<file path="config.mk">
export PLATFORM = sky130hd
export DESIGN_NAME = clock_set_ctrl
export DESIGN_NICKNAME = d
export VERILOG_FILES = /design/src/rtl/clock_set_ctrl_pkg.sv /design/src/rtl/clock_set_ctrl_bcd2_mod_counter.sv /design/src/rtl/clock_set_ctrl.sv
export SDC_FILE = /design/constraint.sdc
export NUM_CORES = 1
export LEC_CHECK = 0
export BUFFER_PORTS_ARGS = -buffer_cell sky130_fd_sc_hd__buf_2
export CORE_MARGIN = 2
export CORE_UTILIZATION = 55
export CTS_BUF_LIST = sky130_fd_sc_hd__clkbuf_4
export CTS_CLUSTER_SIZE = 24
export DETAILED_ROUTE_END_ITERATION = 8
export PLACE_DENSITY_LB_ADDON = 0.12
export RECOVER_POWER = 50
export SLEW_MARGIN = 20
export SYNTH_ARGS = -nofsm -noshare
export SYNTH_HDL_FRONTEND = slang
export SYNTH_HIERARCHICAL = 1
export SYNTH_SLANG_ARGS = --single-unit
</file>
<file path="constraint.sdc">
create_clock -name clk -period 4.3 [get_ports clk]
set_input_delay 0.43 -clock clk [delete_from_list [all_inputs] [get_ports clk]]
set_output_delay 0.43 -clock clk [all_outputs]
set_load 0.01 [all_outputs]
</file>
<file path="src/rtl/clock_set_ctrl_pkg.sv">
// clock_pkg: shared types and constants for the clock_set_ctrl slice.
//   mode_t  - controller mode, also presented on the top-level mode port
//   bcd2_t  - two-digit BCD field {tens, digits}
//   *_MAX   - wrap limits of the seconds, minutes and hours fields
package clock_pkg;

    typedef enum logic [1:0] {
        RUN      = 2'd0,
        SET_HOUR = 2'd1,
        SET_MIN  = 2'd2
    } mode_t;

    localparam int SEC_MAX  = 59;
    localparam int MIN_MAX  = 59;
    localparam int HOUR_MAX = 23;

    typedef struct packed {
        logic [3:0] tens;
        logic [3:0] digits;
    } bcd2_t;

endpackage

</file>
<file path="src/rtl/clock_set_ctrl_bcd2_mod_counter.sv">
// bcd2_mod_counter: two-digit BCD counter that wraps from MAX to 00.
//   clk, RST     - clock, synchronous active-high reset
//   clr          - load 00 (wins over inc)
//   inc          - advance by one
//   tens, digits - registered BCD value
//   carry        - high in the cycle whose edge wraps MAX -> 00, so the next
//                  field can advance on that same edge
module bcd2_mod_counter
    import clock_pkg::*;
#(
    parameter int MAX = 59
) (
    input  logic       clk,
    input  logic       RST,
    input  logic       clr,
    input  logic       inc,
    output logic [3:0] tens,
    output logic [3:0] digits,
    output logic       carry
);

    bcd2_t val_q;
    logic  at_max;

    // The value only ever counts up from 00, so equality is enough.
    assign at_max = (val_q.tens == 4'(MAX / 10)) && (val_q.digits == 4'(MAX % 10));
    assign carry  = inc && at_max && !clr;

    always_ff @(posedge clk) begin
        if (RST || clr) begin
            val_q <= '0;
        end else if (inc) begin
            if (at_max) begin
                val_q <= '0;
            end else if (val_q.digits == 4'd9) begin
                val_q.tens   <= val_q.tens + 4'd1;
                val_q.digits <= 4'd0;
            end else begin
                val_q.digits <= val_q.digits + 4'd1;
            end
        end
    end

    assign tens   = val_q.tens;
    assign digits = val_q.digits;

endmodule

</file>
<file path="src/rtl/clock_set_ctrl.sv">
// clock_set_ctrl: 24-hour HH:MM:SS counter with RUN / SET_HOUR / SET_MIN
// setting modes and per-digit blink enables for the display driver.
//   clk, RST       - clock, synchronous active-high reset
//   btn_mode       - debounced mode button level (rising edge = event)
//   btn_inc        - debounced increment button level (rising edge = event)
//   sec_tick       - strobe: high for the one cycle in which a RUN-mode
//                    advance is first visible; valid-only, no back-pressure
//   mode           - current FSM state (clock_pkg::mode_t encoding)
//   hour/min/sec   - six registered BCD digits
//   blink_mask     - {ht, hd, mt, md, st, sd}; 1 = blank that digit now
module clock_set_ctrl
    import clock_pkg::*;
#(
    parameter int TICK_DIV  = 50000000,
    parameter int BLINK_DIV = 12500000
) (
    input  logic       clk,
    input  logic       RST,
    input  logic       btn_mode,
    input  logic       btn_inc,
    output logic       sec_tick,
    output logic [1:0] mode,
    output logic [3:0] hour_tens,
    output logic [3:0] hour_digits,
    output logic [3:0] min_tens,
    output logic [3:0] min_digits,
    output logic [3:0] sec_tens,
    output logic [3:0] sec_digits,
    output logic [5:0] blink_mask
);

    localparam int TW = $clog2(TICK_DIV);
    localparam int BW = $clog2(BLINK_DIV);
    localparam logic [TW-1:0] TICK_LAST  = TW'(TICK_DIV - 1);
    localparam logic [BW-1:0] BLINK_LAST = BW'(BLINK_DIV - 1);

    mode_t         state_q, state_d;
    logic [TW-1:0] presc_q, presc_d;
    logic [BW-1:0] blink_cnt_q, blink_cnt_d;
    logic          phase_q, phase_d;
    logic [5:0]    mask_d;
    logic          btn_mode_q, btn_inc_q;
    logic          sec_tick_q;

    logic mode_ev, inc_ev, inc_sel;
    logic tick;
    logic sec_clr, sec_carry, min_inc, min_carry, hour_inc;

    // Edge detect; a mode event swallows a coincident increment.
    assign mode_ev = btn_mode && !btn_mode_q;
    assign inc_ev  = btn_inc && !btn_inc_q;
    assign inc_sel = inc_ev && !mode_ev;

    assign tick = (state_q == RUN) && (presc_q == TICK_LAST);

    // Next-state and prescaler / blink next values.
    always_comb begin
        state_d     = state_q;
        presc_d     = '0;
        blink_cnt_d = '0;
        phase_d     = 1'b0;
        mask_d      = '0;

        if (mode_ev) begin
            case (state_q)
                RUN:      state_d = SET_HOUR;
                SET_HOUR: state_d = SET_MIN;
                default:  state_d = RUN;
            endcase
        end

        // Counting only continues while staying in RUN; entering or leaving
        // a setting mode restarts the second from zero.
        if (state_q == RUN && state_d == RUN) begin
            presc_d = tick ? '0 : presc_q + TW'(1);
        end

        // Restarting blink on every mode change keeps the newly selected
        // field visible for a full half-period after entry.
        if (state_d != state_q) begin
            blink_cnt_d = '0;
            phase_d     = 1'b0;
        end else if (blink_cnt_q == BLINK_LAST) begin
            blink_cnt_d = '0;
            phase_d     = !phase_q;
        end else begin
            blink_cnt_d = blink_cnt_q + BW'(1);
            phase_d     = phase_q;
        end

        if (phase_d) begin
            case (state_d)
                SET_HOUR: mask_d = 6'b110000;
                SET_MIN:  mask_d = 6'b001100;
                default:  mask_d = 6'b000000;
            endcase
        end
    end

    always_ff @(posedge clk) begin
        if (RST) begin
            state_q     <= RUN;
            presc_q     <= '0;
            blink_cnt_q <= '0;
            phase_q     <= 1'b0;
            blink_mask  <= '0;
            btn_mode_q  <= 1'b0;
            btn_inc_q   <= 1'b0;
            sec_tick_q  <= 1'b0;
        end else begin
            state_q     <= state_d;
            presc_q     <= presc_d;
            blink_cnt_q <= blink_cnt_d;
            phase_q     <= phase_d;
            blink_mask  <= mask_d;
            btn_mode_q  <= btn_mode;
            btn_inc_q   <= btn_inc;
            sec_tick_q  <= tick;
        end
    end

    // Ripple carries only propagate in RUN; setting a field never touches
    // its neighbour.
    assign sec_clr  = (state_q == SET_MIN) && mode_ev;
    assign min_inc  = sec_carry || ((state_q == SET_MIN) && inc_sel);
    assign hour_inc = ((state_q == RUN) && min_carry) || ((state_q == SET_HOUR) && inc_sel);

    bcd2_mod_counter #(.MAX(SEC_MAX)) u_sec (
        .clk    (clk),
        .RST    (RST),
        .clr    (sec_clr),
        .inc    (tick),
        .tens   (sec_tens),
        .digits (sec_digits),
        .carry  (sec_carry)
    );

    bcd2_mod_counter #(.MAX(MIN_MAX)) u_min (
        .clk    (clk),
        .RST    (RST),
        .clr    (1'b0),
        .inc    (min_inc),
        .tens   (min_tens),
        .digits (min_digits),
        .carry  (min_carry)
    );

    // Day wrap needs no further action, so the hour carry is left open.
    bcd2_mod_counter #(.MAX(HOUR_MAX)) u_hour (
        .clk    (clk),
        .RST    (RST),
        .clr    (1'b0),
        .inc    (hour_inc),
        .tens   (hour_tens),
        .digits (hour_digits),
        .carry  ()
    );

    assign sec_tick = sec_tick_q;
    assign mode     = state_q;

endmodule
</file>
# After elaboration in Yosys (flattened, before gate mapping)
# Index checks and enable logic that the tools add are counted.
[totals]
register_bits = 86
out_inout_bits = 33
word_cells = 86
[classes]
add_sub_neg = 8
n_eq_ne = 14
n_mux = 14
bitwise_logic = 2
reduce_logical = 34
[op_table]
columns = ["cell", "n"]
rows = [
  ["$add A26 B1 Y26 const B", 1],
  ["$eq A26 B26 Y1 const B", 1],
  ["$add A24 B1 Y24 const B", 1],
  ["$add A4 B1 Y4 const B", 6],
  ["$eq A24 B24 Y1 const B", 1],
  ["$mux W4", 6],
  ["$mux W8", 3],
  ["$logic_and A1 B1 Y1", 15],
  ["$eq A4 B4 Y1 const B", 3],
  ["$pmux W6 S2", 1],
  ["$eq A4 B2 Y1 const B", 2],
  ["$eq A4 B3 Y1 const B", 2],
  ["$reduce_and A2 Y1", 3],
  ["$reduce_bool A2 Y1", 3],
  ["$reduce_or A3 Y1", 2],
  ["$logic_not A1 Y1", 5],
  ["$eq A2 B1 Y1 const B", 2],
  ["$eq A2 B2 Y1 const B", 2],
  ["$logic_not A2 Y1", 2],
  ["$pmux W2 S2", 1],
  ["$logic_or A1 B1 Y1", 3],
  ["$mux W1", 2],
  ["$mux W2", 1],
  ["$ne A2 B2 Y1", 1],
  ["2 further kinds", 3],
]

# Logic depth before layout (Yosys ltp)
# Gate-level depths: netlist of the first run.
[logic_depth]
depth_word = 10
ltp_mapped = 17
mapped_depth_nobuf = 15

# Hierarchy
# The synthesis of the first run kept the hierarchy.
[by_module_without_submodules]
columns = ["module", "n_inst", "cells_each", "area_each_um2", "seq_area_each_um2"]
rows = [
  ["clock_set_ctrl", 1, 302, 2606.2, 1161.1],
  ["bcd2_mod_counter at u_min ...", 2, 43, 431.7, 160.2],
  ["bcd2_mod_counter at u_hour", 1, 47, 415.4, 160.2],
]

# Worst setup path before layout of the first run
# No wires, ideal clock.
[synth_timing]
kind = "register to register"
from = "register presc_q[0]"
to = "register, netlist name u_hour/tens[3]"
arrival_time_ns = 3.913
t_required_ns = 4.230
setup_slack_ns = 0.317
path_stages_with_launch = 18
path_buffers = 2
period_less_slack_ns = 3.983
path_cell_list = "dfxtp_1 > ha_1 > and4_1 > nand3_1 > or4_1 > nor3_1 > buf_6 > and4b_2 > and4b_1 > a31o_2 > buf_6 > and4b_2 > and4b_1 > mux2i_1 > nor2_1 > nand4b_1 > or4_1 > a21oi_1"
[synth_between]
elab_chain_cells = 9
[synth_lines]
columns = ["element", "line", "text"]
rows = [
  ["start, declared", "clock_set_ctrl.sv:38", "logic [TW-1:0] presc_q, presc_d;"],
  ["start signal, assigned", "clock_set_ctrl.sv:112", "presc_q <= presc_d;"],
  ["$eq A26 B26 Y1", "clock_set_ctrl.sv:54", "assign tick = (state_q == RUN) && (presc_q == TICK_LAST);"],
  ["$logic_and A1 B1 Y1", "clock_set_ctrl.sv:54", ""],
  ["net tick", "clock_set_ctrl.sv:46", "logic tick;"],
  ["$logic_and A1 B1 Y1 (2 in series)", "clock_set_ctrl_bcd2_mod_counter.sv:27", "assign carry = inc && at_max && !clr;"],
  ["net sec_carry", "clock_set_ctrl.sv:47", "logic sec_clr, sec_carry, min_inc, min_carry, hour_inc;"],
  ["$logic_or A1 B1 Y1", "clock_set_ctrl.sv:125", "assign min_inc = sec_carry || ((state_q == SET_MIN) && inc_sel);"],
  ["net min_inc", "clock_set_ctrl.sv:47", ""],
  ["$logic_and A1 B1 Y1", "clock_set_ctrl_bcd2_mod_counter.sv:27", ""],
  ["net min_carry", "clock_set_ctrl.sv:47", ""],
  ["$logic_and A1 B1 Y1", "clock_set_ctrl.sv:126", "assign hour_inc = ((state_q == RUN) && min_carry) || ((state_q == SET_HOUR) && inc_sel);"],
  ["$logic_or A1 B1 Y1", "clock_set_ctrl.sv:126", ""],
  ["net hour_inc", "clock_set_ctrl.sv:47", ""],
  ["$reduce_and A2 Y1 (no source line)", "n/a", ""],
]
# The timed path passes the listed nets, and every way through them passes these cells.
# A chain may end at the register's enable or synchronous reset.

# Worst setup path in the final report of the first run
[layout_timing]
from = "register presc_q[0]"
to = "register, netlist name u_hour/tens[3]"
[layout_between]
elab_chain_cells = 9
[layout_lines]
columns = ["element", "line"]
rows = [
  ["$eq A26 B26 Y1", "clock_set_ctrl.sv:54"],
  ["$logic_and A1 B1 Y1", "clock_set_ctrl.sv:54"],
  ["net tick", "clock_set_ctrl.sv:46"],
  ["$logic_and A1 B1 Y1 (2 in series)", "clock_set_ctrl_bcd2_mod_counter.sv:27"],
  ["net sec_carry", "clock_set_ctrl.sv:47"],
  ["$logic_or A1 B1 Y1", "clock_set_ctrl.sv:125"],
  ["net min_inc", "clock_set_ctrl.sv:47"],
  ["$logic_and A1 B1 Y1", "clock_set_ctrl_bcd2_mod_counter.sv:27"],
  ["net min_carry", "clock_set_ctrl.sv:47"],
  ["$logic_and A1 B1 Y1", "clock_set_ctrl.sv:126"],
  ["$logic_or A1 B1 Y1", "clock_set_ctrl.sv:126"],
  ["net hour_inc", "clock_set_ctrl.sv:47"],
  ["$reduce_and A2 Y1 (no source line)", "n/a"],
]
# The timed path passes the listed nets, and every way through them passes these cells.

==> results of run 1 <==
-- per-layer routing --
layer  vias to the layer above  share of wire [%]  track usage, %
li1                       1584                  -               -
met1                      1410                 48            25.6
met2                        57                 46            29.9
met3                        10                4.5            6.60
met4                         0               0.96            5.31
met5                         -                  0               0
-- final cells by class --
cell class	instances	area share, %
multi-input combinational	328	49.8
sequential	82	39.2
timing repair buffer	38	3.74
tap	96	2.87
clock buffer	10	1.79
clock inverter	6	1.55
inverter	11	0.987
-- what timing repair did --
item / CTS / global route
setup endpoints to repair: 0 / 4
resized for setup: 0 / 3
hold endpoints to repair: 0 / 0
buffers inserted: 0 / 3
-- worst paths after layout --
kind               from        endpoint  slack [ns]  cells after the start
max          presc_q[0]  u_hour/tens[3]        0.24                     15
min            btn_mode      btn_mode_q        0.21                      2
max reg2reg  presc_q[0]  u_hour/tens[3]        0.24                     15
min reg2reg  presc_q[0]      presc_q[0]        0.47                      1
-- state kept, by name, indices dropped and copies added (netlist names), 2 cells and up --
signal and cells:
mode 2, u_min/digits 4, blink_cnt_q 24, presc_q 26
u_sec/tens 4, u_sec/digits 4, blink_mask 2, u_hour/digits 4
u_min/tens 4, u_hour/tens 4
-- power groups by stage --
stage	clock network, W	logic (W)	registers (W)
CTS	0.000471	0.0000382	0.000771
detailed placement	0	0.0000380	0.000788
global placement	0	0.0000380	0.000787
global route	0.000502	0.0000448	0.000772
finish	0.000451	0.0000383	0.000771
floorplan	0	0.0000322	0.000786
-- per-stage QoR --
step	hold WS (ns)	cell area [um2]
4_1_cts	0.192	4220
5_1_grt	0.185	4190
3_5_place_dp	0.450	4080
6_report	0.213	4190
2_1_floorplan	0.426	3910
3_3_place_gp	0.442	4080
==> out/metrics.cfg, run 1 <==
[clocking]
cts_htree_levels = 3
clockRootBuffer = clkbuf_4
cts_tree = done
hold_buffers = 0
insertion_delay_ns = 0.43
cts.sinks = 82
clkTransAtPathRegs_ns = 0.13
clock_path_buffers = 2
cts_buffers = 9

[synthesis]
yosys_warnings = 6
syn_area_mm2 = 0.00388
syn_area_per_cell_um2 = 8.94
postSynthCellCount = 434

[critical_path]
crit_path_cell_trace = ha_1, and4_1, nand3_1, or4_1, nor3_2, and4b_2, and4b_1, a31o_4, and4b_2, and4b_1, mux2i_1, nor2_2, nand4b_1, or4_1, a21oi_1
max_stage_delay_ns = 0.60
cp_top_family = simple AND/OR/NAND/NOR gates
worstPathArrival_ns = 4.43
required_ns = 4.67
slowest_stage = or4_1
startpoint_type = flip-flop
path_class = flip-flop to flip-flop
worstPathMaxFanout = 7
crit_buf_inv = 0
worst_setup_path_end_kind = flip-flop

[pwr]
power_frac_clock_pct = 35.8
cellLeakagePower_nw = 1.47
internal_power_w = 0.000960
combPwrFrac_pct = 3.0
sw_frac_of_total_pct = 23.8
power_switching_w = 0.000301
power_w = 0.00126
ir_drop_uv = 178
p_per_area_mw_per_mm2 = 301
p_seq_share_pct = 61.2

[global_route]
first_global_vias = 2665
grt_max_degree = 26
grt_pass1_wl_mm = 11.8
antenna_found_initial = 0
overflow = 0
track_usage_pct = 19.3

[drt]
first_pass_iters = 4
num_vias = 3061
routed_wl_mm = 7.06
drt_iter0_drc = 86
ant_nets = 0
drc = 0
avgViaCountPerCell = 5.36
wire_per_inst_um = 12.4

[finish]
fillCellCount = 622
fin_cells = 571
n_antenna_cell = 0
final_cell_mix = dfxtp_1 (82), nor2_1 (73), clkbuf_1 (33), xor2_1 (30), nand3_1 (29)
layout.nets = 486
seq_area_mm2 = 0.00164
multi_input_area_mm2 = 0.00209
syn2layout_area_growth_pct = 7.90
final_util_pct = 61.6
layout-drive-gt1-share_pct = 7.58
layout_commonest_cell = dfxtp_1

[timing]
setup_tns_ns = 0
fin_ws_ns = 0.239
finalCritPeriodShare_pct = 94.4
slew_headroom_pct = 36.9
worst_pin_slew_ns = 0.938
finClkSkew_ns = 0.0165
finalCriticalPeriod_ns = 4.06
hold_viol_final = 0
slew_violations = 0
max_freq_mhz = 246
setup_viol = 0

[die]
ios = 37
fp.dieH_um = 88.0
start_util_pct = 57.1
die_w_um = 88.0
core-area_mm2 = 0.00679
fp-row-count = 30
dieArea_mm2 = 0.00774

[status]
status = completed

[worst_hold_path]
hold_path_class = input pin to flip-flop

[placed_design]
portBuffers = 34
hpwl_mm = 4.89
routabilityCongestion = 0.798
dpl_worst_slack_ns = 0.0828
dp.cells = 552

[job]
maxCapViolCount = 0

(Power assumes the default switching activity.)
==> run 2: changes to the inputs <==
Settings changed: PLACE_DENSITY set to 0.85, PLACE_DENSITY_LB_ADDON 0.12 to unset.
==> run 2 against run 1 <==
Against the previous run: clock power down 20%; sequential share of layout area up 0.23 points; fmax down 0.98%; final cell count down 0.35%; critical path depth unchanged; hold slack better by 0.024 ns; largest cell class unchanged; total power down 7.1%; largest power group unchanged.
==> out/metrics.cfg, run 2 (synthesis gave the netlist of run 1 again) <==
[timing]
hold_viol_final = 0
worst_pin_slew_ns = 0.888
slew_headroom_pct = 40.6
slew_violations = 0
finClkSkew_ns = 0.0161
finalCriticalPeriod_ns = 4.10
setup_viol = 0
max_freq_mhz = 244
fin_ws_ns = 0.199
finalCritPeriodShare_pct = 95.4

[pwr]
internal_power_w = 0.000886
combPwrFrac_pct = 3.3
power_frac_clock_pct = 30.8
p_per_area_mw_per_mm2 = 281
ir_drop_uv = 244
p_seq_share_pct = 65.9
cellLeakagePower_nw = 1.48
power_switching_w = 0.000285
sw_frac_of_total_pct = 24.3

[clocking]
clkTransAtPathRegs_ns = 0.12
cts_htree_levels = 3
cts_buffers = 9
insertion_delay_ns = 0.41
clockRootBuffer = clkbuf_4
clock_path_buffers = 2
cts.sinks = 82
cts_tree = done
hold_buffers = 0

[critical_path]
required_ns = 4.66
slowest_stage = or4_4
crit_path_cell_trace = ha_2, and4_1, nand3_1, or4_4, nor3_2, and4b_2, and4b_1, a31o_4, and4b_2, and4b_1, mux2i_1, nor2_1, nand4b_1, or4_1, a21oi_1
crit_buf_inv = 0
cp_top_family = simple AND/OR/NAND/NOR gates
startpoint_type = flip-flop
max_stage_delay_ns = 0.56
worst_setup_path_end_kind = flip-flop
path_class = flip-flop to flip-flop
worstPathMaxFanout = 7
worstPathArrival_ns = 4.46

[placed_design]
dp.cells = 553
portBuffers = 34
dpl_cell_area_mm2 = 0.00408
hpwl_mm = 5.22
routabilityCongestion = 0.842
dpl_worst_slack_ns = 0.173

[drt]
first_pass_iters = 4
ant_nets = 0
num_vias = 3075
avgViaCountPerCell = 5.40
drc = 0
wire_per_inst_um = 12.8
drt_iter0_drc = 121
routed_wl_mm = 7.30

[finish]
final_cell_mix = dfxtp_1 (81), nor2_1 (74), clkbuf_1 (32), xor2_1 (30), nand3_1 (29)
n_antenna_cell = 0
layout.nets = 485
layout-drive-gt1-share_pct = 7.40
largest_reg_flops = 26
fillCellCount = 595
multi_input_area_mm2 = 0.00210
final_util_pct = 61.3
layout_commonest_cell = dfxtp_1
seq_area_mm2 = 0.00164
finish.instance_area_mm2 = 0.00416
syn2layout_area_growth_pct = 7.35
regMostFlops = presc_q
reg_top3 = presc_q x26, blink_cnt_q x24
fin_cells = 569

[job]
maxCapViolCount = 0

[status]
status = completed

[global_route]
grt_pass1_wl_mm = 12.2
grt_max_degree = 26
first_global_vias = 2847
overflow = 0
antenna_found_initial = 0
track_usage_pct = 19.8

[die]
die_w_um = 88.0
fp.dieH_um = 88.0
core-area_mm2 = 0.00679
start_util_pct = 57.1
fp-row-count = 30
ios = 37
dieArea_mm2 = 0.00774

[worst_hold_path]
hold_path_class = input pin to flip-flop

## run 2: cell count changes in the layout (fill, tap and decap cells not counted), sizes merged
cell	previous run	this run
bufinv	1	0
clkbuf	43	41
clkinvlp	1	2
inv	12	11
clkinv	3	4
## run 2: cell type report
class | instances | area share [%]
clock buffers | 9 | 1.62
repair buffers | 37 | 3.67
flip-flops and latches | 82 | 39.5
clock inverters | 6 | 0.841
well taps | 96 | 2.88
inverters | 11 | 0.992
multi-input cells | 328 | 50.5
## run 2: repair_timing
item | in CTS | in global routing
buffers inserted | 0 | 1
resized for setup | 0 | 5
endpoints found under the setup margin | 0 | 5
## run 2: metrics by stage
stage / hold slack (ns) / setup TNS (ns) / total power [W]
floorplan: 0.426 / 0 / 0.000819
global placement: 0.440 / 0 / 0.000825
detailed placement: 0.445 / 0 / 0.000826
CTS: 0.221 / 0 / 0.00118
global route: 0.236 / -0.00888 / 0.00122
finish: 0.237 / 0 / 0.00117
## run 2: worst paths after layout
path              startpoint             end  slack (ns)  cells past startpoint
hold / removal      btn_mode      btn_mode_q        0.24                      2
setup / recovery  presc_q[1]  u_hour/tens[3]        0.20                     15
hold reg to reg   presc_q[0]      presc_q[0]        0.44                      1
setup reg to reg  presc_q[1]  u_hour/tens[3]        0.20                     15
## run 2: power by group through the flow
stage / Clock, W / Sequential [W] / Combinational [W]
after floorplan: 0 / 0.000786 / 0.0000322
after global placement: 0 / 0.000787 / 0.0000377
after detailed placement: 0 / 0.000788 / 0.0000386
after CTS: 0.000375 / 0.000771 / 0.0000387
after global routing: 0.000406 / 0.000772 / 0.0000443
final: 0.000361 / 0.000771 / 0.0000390
## run 2: layer usage
| layer | global-route usage, % | vias up | wire length (um) |
|---|---|---|---|
| li1 | - | 1583 | - |
| met1 | 23.2 | 1451 | 3360 |
| met2 | 35.1 | 36 | 3660 |
| met3 | 6.31 | 5 | 232 |
| met4 | 4.76 | 0 | 41 |
| met5 | 0 | - | 0 |
